<file path="src/rtl/game_sequencer.sv">
// Frame-paced game sequencer. It turns vsync edges into snake tick requests at the
// selected speed, waits for each tick to finish, and tracks the pause, restart and game-over flow.
module game_sequencer #(
  parameter int SPEED_W      = 3,
  parameter int SPEED_INIT   = 2,
  parameter int DONE_TIMEOUT = 255
) (
  input  logic               clk,
  input  logic               rst,
  input  logic               i_vsync,
  input  logic               i_pause,
  input  logic               i_restart,
  input  logic               i_start,
  input  logic               i_apple_ready,
  input  logic               i_faster,
  input  logic               i_slower,
  input  logic               i_tick_done,
  input  logic               i_failure,
  input  logic               i_success,
  output logic               o_tick,
  output logic               o_game_rst,
  output logic [2:0]         o_state,
  output logic [SPEED_W-1:0] o_speed,
  output logic               o_failure,
  output logic               o_success,
  output logic               o_dropped
);
  localparam int TO_W = $clog2(DONE_TIMEOUT + 1);

  typedef enum logic [2:0] {
    CLEAR  = 3'd0,
    IDLE   = 3'd1,
    RUN    = 3'd2,
    TICK   = 3'd3,
    BUSY   = 3'd4,
    PAUSED = 3'd5,
    OVER   = 3'd6
  } state_t;

  state_t             state, state_nxt;
  logic               vsync_q;
  logic [SPEED_W-1:0] frame_cnt, frame_nxt;
  logic [TO_W-1:0]    timeout, to_nxt;
  logic               fail_nxt, succ_nxt, drop_nxt;
  logic               vs_edge, elapsed, playing;
  logic [SPEED_W:0]   period, frame_inc;

  // Faster speeds shorten the period; the widest speed value gives one frame per tick.
  assign period    = ((SPEED_W+1)'(1) << SPEED_W) - {1'b0, o_speed};
  assign frame_inc = {1'b0, frame_cnt} + 1'b1;
  assign vs_edge   = i_vsync && !vsync_q;
  assign elapsed   = vs_edge && (frame_inc >= period);
  assign playing   = (state == RUN) || (state == TICK) || (state == BUSY);

  assign o_state    = state;
  assign o_tick     = (state == TICK);
  assign o_game_rst = (state == CLEAR);

  always_ff @(posedge clk or posedge rst) begin
    if (rst) begin
      state     <= CLEAR;
      vsync_q   <= 1'b1;
      frame_cnt <= '0;
      timeout   <= '0;
      o_speed   <= SPEED_W'(SPEED_INIT);
      o_failure <= 1'b0;
      o_success <= 1'b0;
      o_dropped <= 1'b0;
    end else begin
      state     <= state_nxt;
      vsync_q   <= i_vsync;
      frame_cnt <= frame_nxt;
      timeout   <= to_nxt;
      o_failure <= fail_nxt;
      o_success <= succ_nxt;
      o_dropped <= drop_nxt;
      if (i_faster && !i_slower && (o_speed != '1))
        o_speed <= o_speed + 1'b1;
      else if (i_slower && !i_faster && (o_speed != '0))
        o_speed <= o_speed - 1'b1;
    end
  end

  always_comb begin
    state_nxt = state;
    frame_nxt = frame_cnt;
    to_nxt    = timeout;
    fail_nxt  = o_failure;
    succ_nxt  = o_success;
    drop_nxt  = 1'b0;

    // A pause request in RUN freezes the frame count, even on a vsync edge.
    if (playing) begin
      if (vs_edge && !((state == RUN) && i_pause))
        frame_nxt = elapsed ? '0 : frame_cnt + 1'b1;
    end else if ((state == CLEAR) || (state == IDLE)) begin
      frame_nxt = '0;
    end

    case (state)
      CLEAR:  state_nxt = IDLE;
      IDLE:   if (i_start) state_nxt = RUN;
      RUN: begin
        if (i_pause)
          state_nxt = PAUSED;
        else if (elapsed) begin
          if (i_apple_ready) state_nxt = TICK;
          else               drop_nxt  = 1'b1;
        end
      end
      TICK: begin
        state_nxt = BUSY;
        to_nxt    = '0;
        drop_nxt  = elapsed;
      end
      BUSY: begin
        to_nxt   = timeout + 1'b1;
        drop_nxt = elapsed;
        if (i_tick_done)
          state_nxt = RUN;
        else if (to_nxt == TO_W'(DONE_TIMEOUT)) begin
          state_nxt = RUN;
          drop_nxt  = 1'b1;
        end
      end
      PAUSED: if (!i_pause) state_nxt = RUN;
      OVER:   state_nxt = OVER;
      default: state_nxt = CLEAR;
    endcase

    if (playing && (i_failure || i_success)) begin
      state_nxt = OVER;
      drop_nxt  = 1'b0;
      if (i_failure) fail_nxt = 1'b1;
      else           succ_nxt = 1'b1;
    end

    // Restart clears game flags on entry so they already read zero during CLEAR.
    if (i_restart) begin
      state_nxt = CLEAR;
      drop_nxt  = 1'b0;
      frame_nxt = '0;
      fail_nxt  = 1'b0;
      succ_nxt  = 1'b0;
    end
  end
endmodule

</file>
<file path="config.mk">
export PLATFORM = sky130hd
export DESIGN_NAME = game_sequencer
export DESIGN_NICKNAME = d
export VERILOG_FILES = /design/src/rtl/game_sequencer.sv
export SDC_FILE = /design/constraint.sdc
export NUM_CORES = 1
export LEC_CHECK = 0
export CAP_MARGIN = 20
export CORE_MARGIN = 2
export CORE_UTILIZATION = 50
export CTS_CLUSTER_SIZE = 10
export DETAILED_ROUTE_END_ITERATION = 7
export PLACE_DENSITY = 0.76
export SLEW_MARGIN = 20
export SYNTH_ARGS = -nofsm -noshare
export SYNTH_HDL_FRONTEND = slang
export SYNTH_SLANG_ARGS = --single-unit
export TNS_END_PERCENT = 100
</file>
<file path="constraint.sdc">
create_clock -name clk -period 2.8 [get_ports clk]
set_input_delay 0.42 -clock clk [delete_from_list [all_inputs] [get_ports clk]]
set_output_delay 0.42 -clock clk [all_outputs]
set_load 0.01 [all_outputs]
</file>
Word-level counts from Yosys, hierarchy flattened

Index checks and enable logic that the tools add are counted.

Output and inout bits: 11
Logic and storage cells: 90
Register bits: 21

Multiplexer cells: 32
Reductions and logical operators: 28
$add $sub $neg: 6
Magnitude comparators: 1
Eq/ne operators: 15

Operators with widths:

| kind                                                   | count |
|---|---|
| 2-to-1 mux 3 bit                                       | 16 |
| one-hot mux 3 bit (7 select lines)                     | 1 |
| one-hot mux 8 bit (2 select lines)                     | 1 |
| 2-to-1 mux 1 bit                                       | 13 |
| inequality test 5 x 4 -> 1 bit (second input constant) | 2 |
| == test 3 bit (second input constant)                  | 3 |
| logical AND 1 bit                                      | 9 |
| adder 8 x 1 -> 8 bit (second input constant)           | 1 |
| == test 8 bit (second input constant)                  | 1 |
| nonzero test 2 bit                                     | 4 |
| adder 3 x 1 -> 3 bit (second input constant)           | 2 |
| == test 3 x 2 -> 1 bit (second input constant)         | 2 |
| AND reduction 2 bit                                    | 3 |
| nonzero test 3 bit                                     | 2 |
| inequality test 5 x 3 -> 1 bit (second input constant) | 1 |
| AND reduction 5 bit                                    | 1 |
| adder 3 x 1 -> 4 bit (second input constant)           | 1 |
| >= comparator 4 bit                                    | 1 |
| zero test 1 bit                                        | 4 |
| logical OR 1 bit                                       | 4 |
| inequality test 4 x 3 -> 1 bit (second input constant) | 1 |
| inequality test 4 bit (second input constant)          | 1 |
| subtractor 4 x 3 -> 4 bit (first input constant)       | 1 |
| == test 3 x 1 -> 1 bit (second input constant)         | 1 |
| other kinds (6)                                        | 6 |

Logic depth before layout (Yosys ltp)

Word-level depth: 8
Depth in mapped cells: 10

Least setup slack after synthesis

OpenSTA, ideal clock, no wires.

Path type: reg-to-reg
Start point: register o_speed[1]
End point: register state[0], in the netlist o_state[0]
Data arrival time: 2392 ps
Library setup time: 134 ps
Setup slack: 275 ps
Cell stages (with the launch flop): 11
Path buffers: 0
Clock period less this slack: 2525 ps
Path through: dfstp_2 > inv_1 > ha_1 > ha_1 > inv_1 > ha_1 > a21o_1 > a221oi_1 > nor2_1 > a2111oi_0 > o21ai_0

Cells in the longest elaborated chain, start to end: 5

RTL lines:

| item                                     | RTL line | text |
|---|---|---|
| start: declaration                       | 23       | `output logic [SPEED_W-1:0] o_speed,` |
| start signal: assignment                 | 65       | `o_speed <= SPEED_W'(SPEED_INIT);` |
| start signal: assignment                 | 78       | `o_speed <= o_speed + 1'b1;` |
| start signal: assignment                 | 80       | `o_speed <= o_speed - 1'b1;` |
| subtractor 4 x 3 -> 4 bit                | 49       | `assign period = ((SPEED_W+1)'(1) << SPEED_W) - {1'b0, o_speed};` |
| >= comparator 4 bit                      | 52       | `assign elapsed = vs_edge && (frame_inc >= period);` |
| logical AND 1 bit                        | 52       |  |
| inequality test 5 x 4 -> 1 bit (no line) | n/a      |  |
| AND reduction 5 bit (no line)            | n/a      |  |
| end signal: assignment                   | 70       | `state <= state_nxt;` |
| end: declaration                         | 40       | `state_t state, state_nxt;` |

Every way passes these cells.
A chain may end at the register's enable or synchronous reset.

Final worst setup path

Ends and elaborated chain as after synthesis.

==> run metrics <==
Critical Path End Type register; core area 2500 µm²; max frequency between 0.3 and 0.4 GHz; DP Cell Count 200; setup_tns 0 ns; Detailed Route WL 2800 µm; Final min period approximately 2.5 ns; syn nets between 150 and 200; 1st-iter DRT viols 31; CP startpoint kind register; Syn Area/Cell just under 9 µm²; ANT cells 0; Synth area leaders dfrtp_1, ha_1, o21ai_0, dfstp_2, nor2_1; asr flop ratio synth 1.00; grt ovf 0; Layout area overhead 22.4%; Initial Utilization 0.534; cell taking the most area after synthesis dfrtp_1; Via Count 1167; Routed Antenna Nets 0; TritonCTS buffer count 3; Layout Cells excl Fill about 210; P_leak between 0.7 and 0.8 nW; overall die width approximately 56 µm; Synth Flop Type dfrtp_1; share of cells above drive strength 1 0.0625; PnR worst setup slack between 0.2 and 0.3 ns; synthesized flop and latch total 21; nets@finish 200; gpl congestion between 0.8 and 0.9; mapped cell area about 1300 µm²; EDFF count, synth 0; CP arrival 2.74 ns; Yosys cell types 39; Synth top cells by count dfrtp_1, o21ai_0, nor2_1, nand2_1, inv_1; Hold Buf Count CTS 0; Cell Pwr Density approximately 800 nW/µm²; worst vdd ir 564 µV; worst min path class register to register; dpl ws roughly 0.12 ns; CTS tree done; Slew HR 0.469; unrepaired setup endpoints after global routing false; worst clock skew around 0.0016 ns; Max Cap Viol 0; fin. max-slew vios 0; maximum root-to-sink buffer count 2; Skew-Pair Late Insertion Delay 0.30 ns; fraction of the yosys area taken by sequential cells 0.396; Mapped Cells 150; Clock Pin Slew Worst Setup and Hold Paths about 0.12 ns; share of the synthesized area in the top cell type 0.356; largest net degree at the start of global routing 22; YS warnings 0; final hold vios 0; global-route wire length before repair between 4000 and 5000 µm; Wirelength per Cell 13.6 µm; status finished clean; DIE HEIGHT 55.7 µm; # port buffers 22; crit share post-route 0.909; GRT Util Overall 0.191; # DRC 0; Die ar. ~3100 µm²; Root Buffer clkbuf_4; Boundary Pins 23; initial antenna violation count 0; Via-to-Cell Ratio about 5.7; # clock sinks 21; worst-margin pin slew about 0.80 ns; vias in the first global route ~1100; endpoints failing setup 0; Fillers 210; Initial DRT Pass Iterations 4; critical path peak fanout 4; WS Path Type register to register; cell row count 18; HPWL after DPL 2070 µm; overall power between 1 and 1.5 mW; H-tree Lvls 1; most frequent cell after synthesis dfrtp_1; Util after Layout 0.653; Req. time, crit path between 2 and 3 ns
==> registers in the layout, summed over array words and instances, names as in the netlist <==
name,flops
o_state,3
o_dropped,1
o_speed,3
vsync_q,1
o_failure,1
timeout,8
frame_cnt,3
o_success,1
==> path summary, 6_finish.rpt <==
kind	startpoint	end	slack, ns	depth (start not counted)
min in group asynchronous	rst	o_speed[2]	0.55	2
max reg2reg	o_speed[1]	o_state[0]	0.26	10
min	timeout[7]	timeout[7]	0.49	1
max	o_speed[1]	o_state[0]	0.26	10
max in group asynchronous	rst	timeout[3]	1.76	2
min reg2reg	timeout[7]	timeout[7]	0.49	1
==> per-layer routing <==
layer,up-vias,global-route usage,wire length (µm)
met2,31,0.320,1290
met5,-,0,0
met3,4,0.0349,116
li1,588,-,-
met4,0,0.0592,35
met1,544,0.250,1360
==> layout by cell type (no fill, tap or decap), types with 3 or more instances in the layout <==
cell type and count:
ha_1 10, nand2_1 13, a21o_1 3, nor2b_1 3
o31ai_1 3, dfrtp_1 19, buf_4 3, clkdlybuf4s50_1 22
o21ai_0 15, xnor2_1 3, nand3_1 4, and3_1 4
nor2_1 14, inv_1 12, nor3_1 3, a31oi_1 5
nand2b_1 4, clkbuf_4 3, a21oi_1 8
==> final cells by class <==
| type | instances | area [µm²] | share of cell area |
|---|---|---|---|
| repair buffers | 25 | 243 | 0.149 |
| well taps | 30 | 37.5 | 0.0230 |
| inverters | 12 | 45.0 | 0.0276 |
| multi-input cells | 114 | 753 | 0.461 |
| clock buffers | 4 | 26.3 | 0.0161 |
| flip-flops and latches | 21 | 528 | 0.323 |
==> where the power goes <==
part / leakage, nW / total (mW) / switching (mW) / internal, mW
combinational: 0.461 / 0.684 / 0.339 / 0.345
clock: 0.0150 / 0.149 / 0.0939 / 0.0555
sequential: 0.276 / 0.476 / 0.0993 / 0.376
total: 0.752 / 1.31 / 0.532 / 0.777
==> worst max-delay path: stages (launching register included) <==
cell and delay (ns):
dfstp_2 0.58, inv_1 0.06, ha_1 0.17, ha_1 0.26, inv_1 0.04, ha_1 0.27
a21o_1 0.19, a221oi_2 0.29, nor2_1 0.09, a2111oi_1 0.36, o21ai_0 0.12
==> timing repair <==
action | CTS | global route
endpoints found under the setup margin | 0 | 2
gates resized for setup | 0 | 2
endpoints found under the hold margin | 0 | 0
buffers inserted | 0 | 2
==> logic make-up (layout without fill, tap and decap cells) <==
family | Yosys count | count (layout) | share of synthesized area
simple gates | 56 | 56 | 0.220
compound gates | 41 | 41 | 0.188
flops | 21 | 21 | 0.396
buf+inv | 15 | 41 | 0.0450
fa+ha+maj | 11 | 11 | 0.109
xor+xnor | 4 | 4 | 0.0263
mux | 2 | 2 | 0.0159
==> per-stage QoR <==
step	area, µm²	hold WS, ns
after floorplan	1330	0.395
after global placement	1580	0.470
after detailed placement	1580	0.471
after CTS	1610	0.489
after global routing	1630	0.522
final	1630	0.488
No activity file was read; power rests on OpenSTA's default activity.
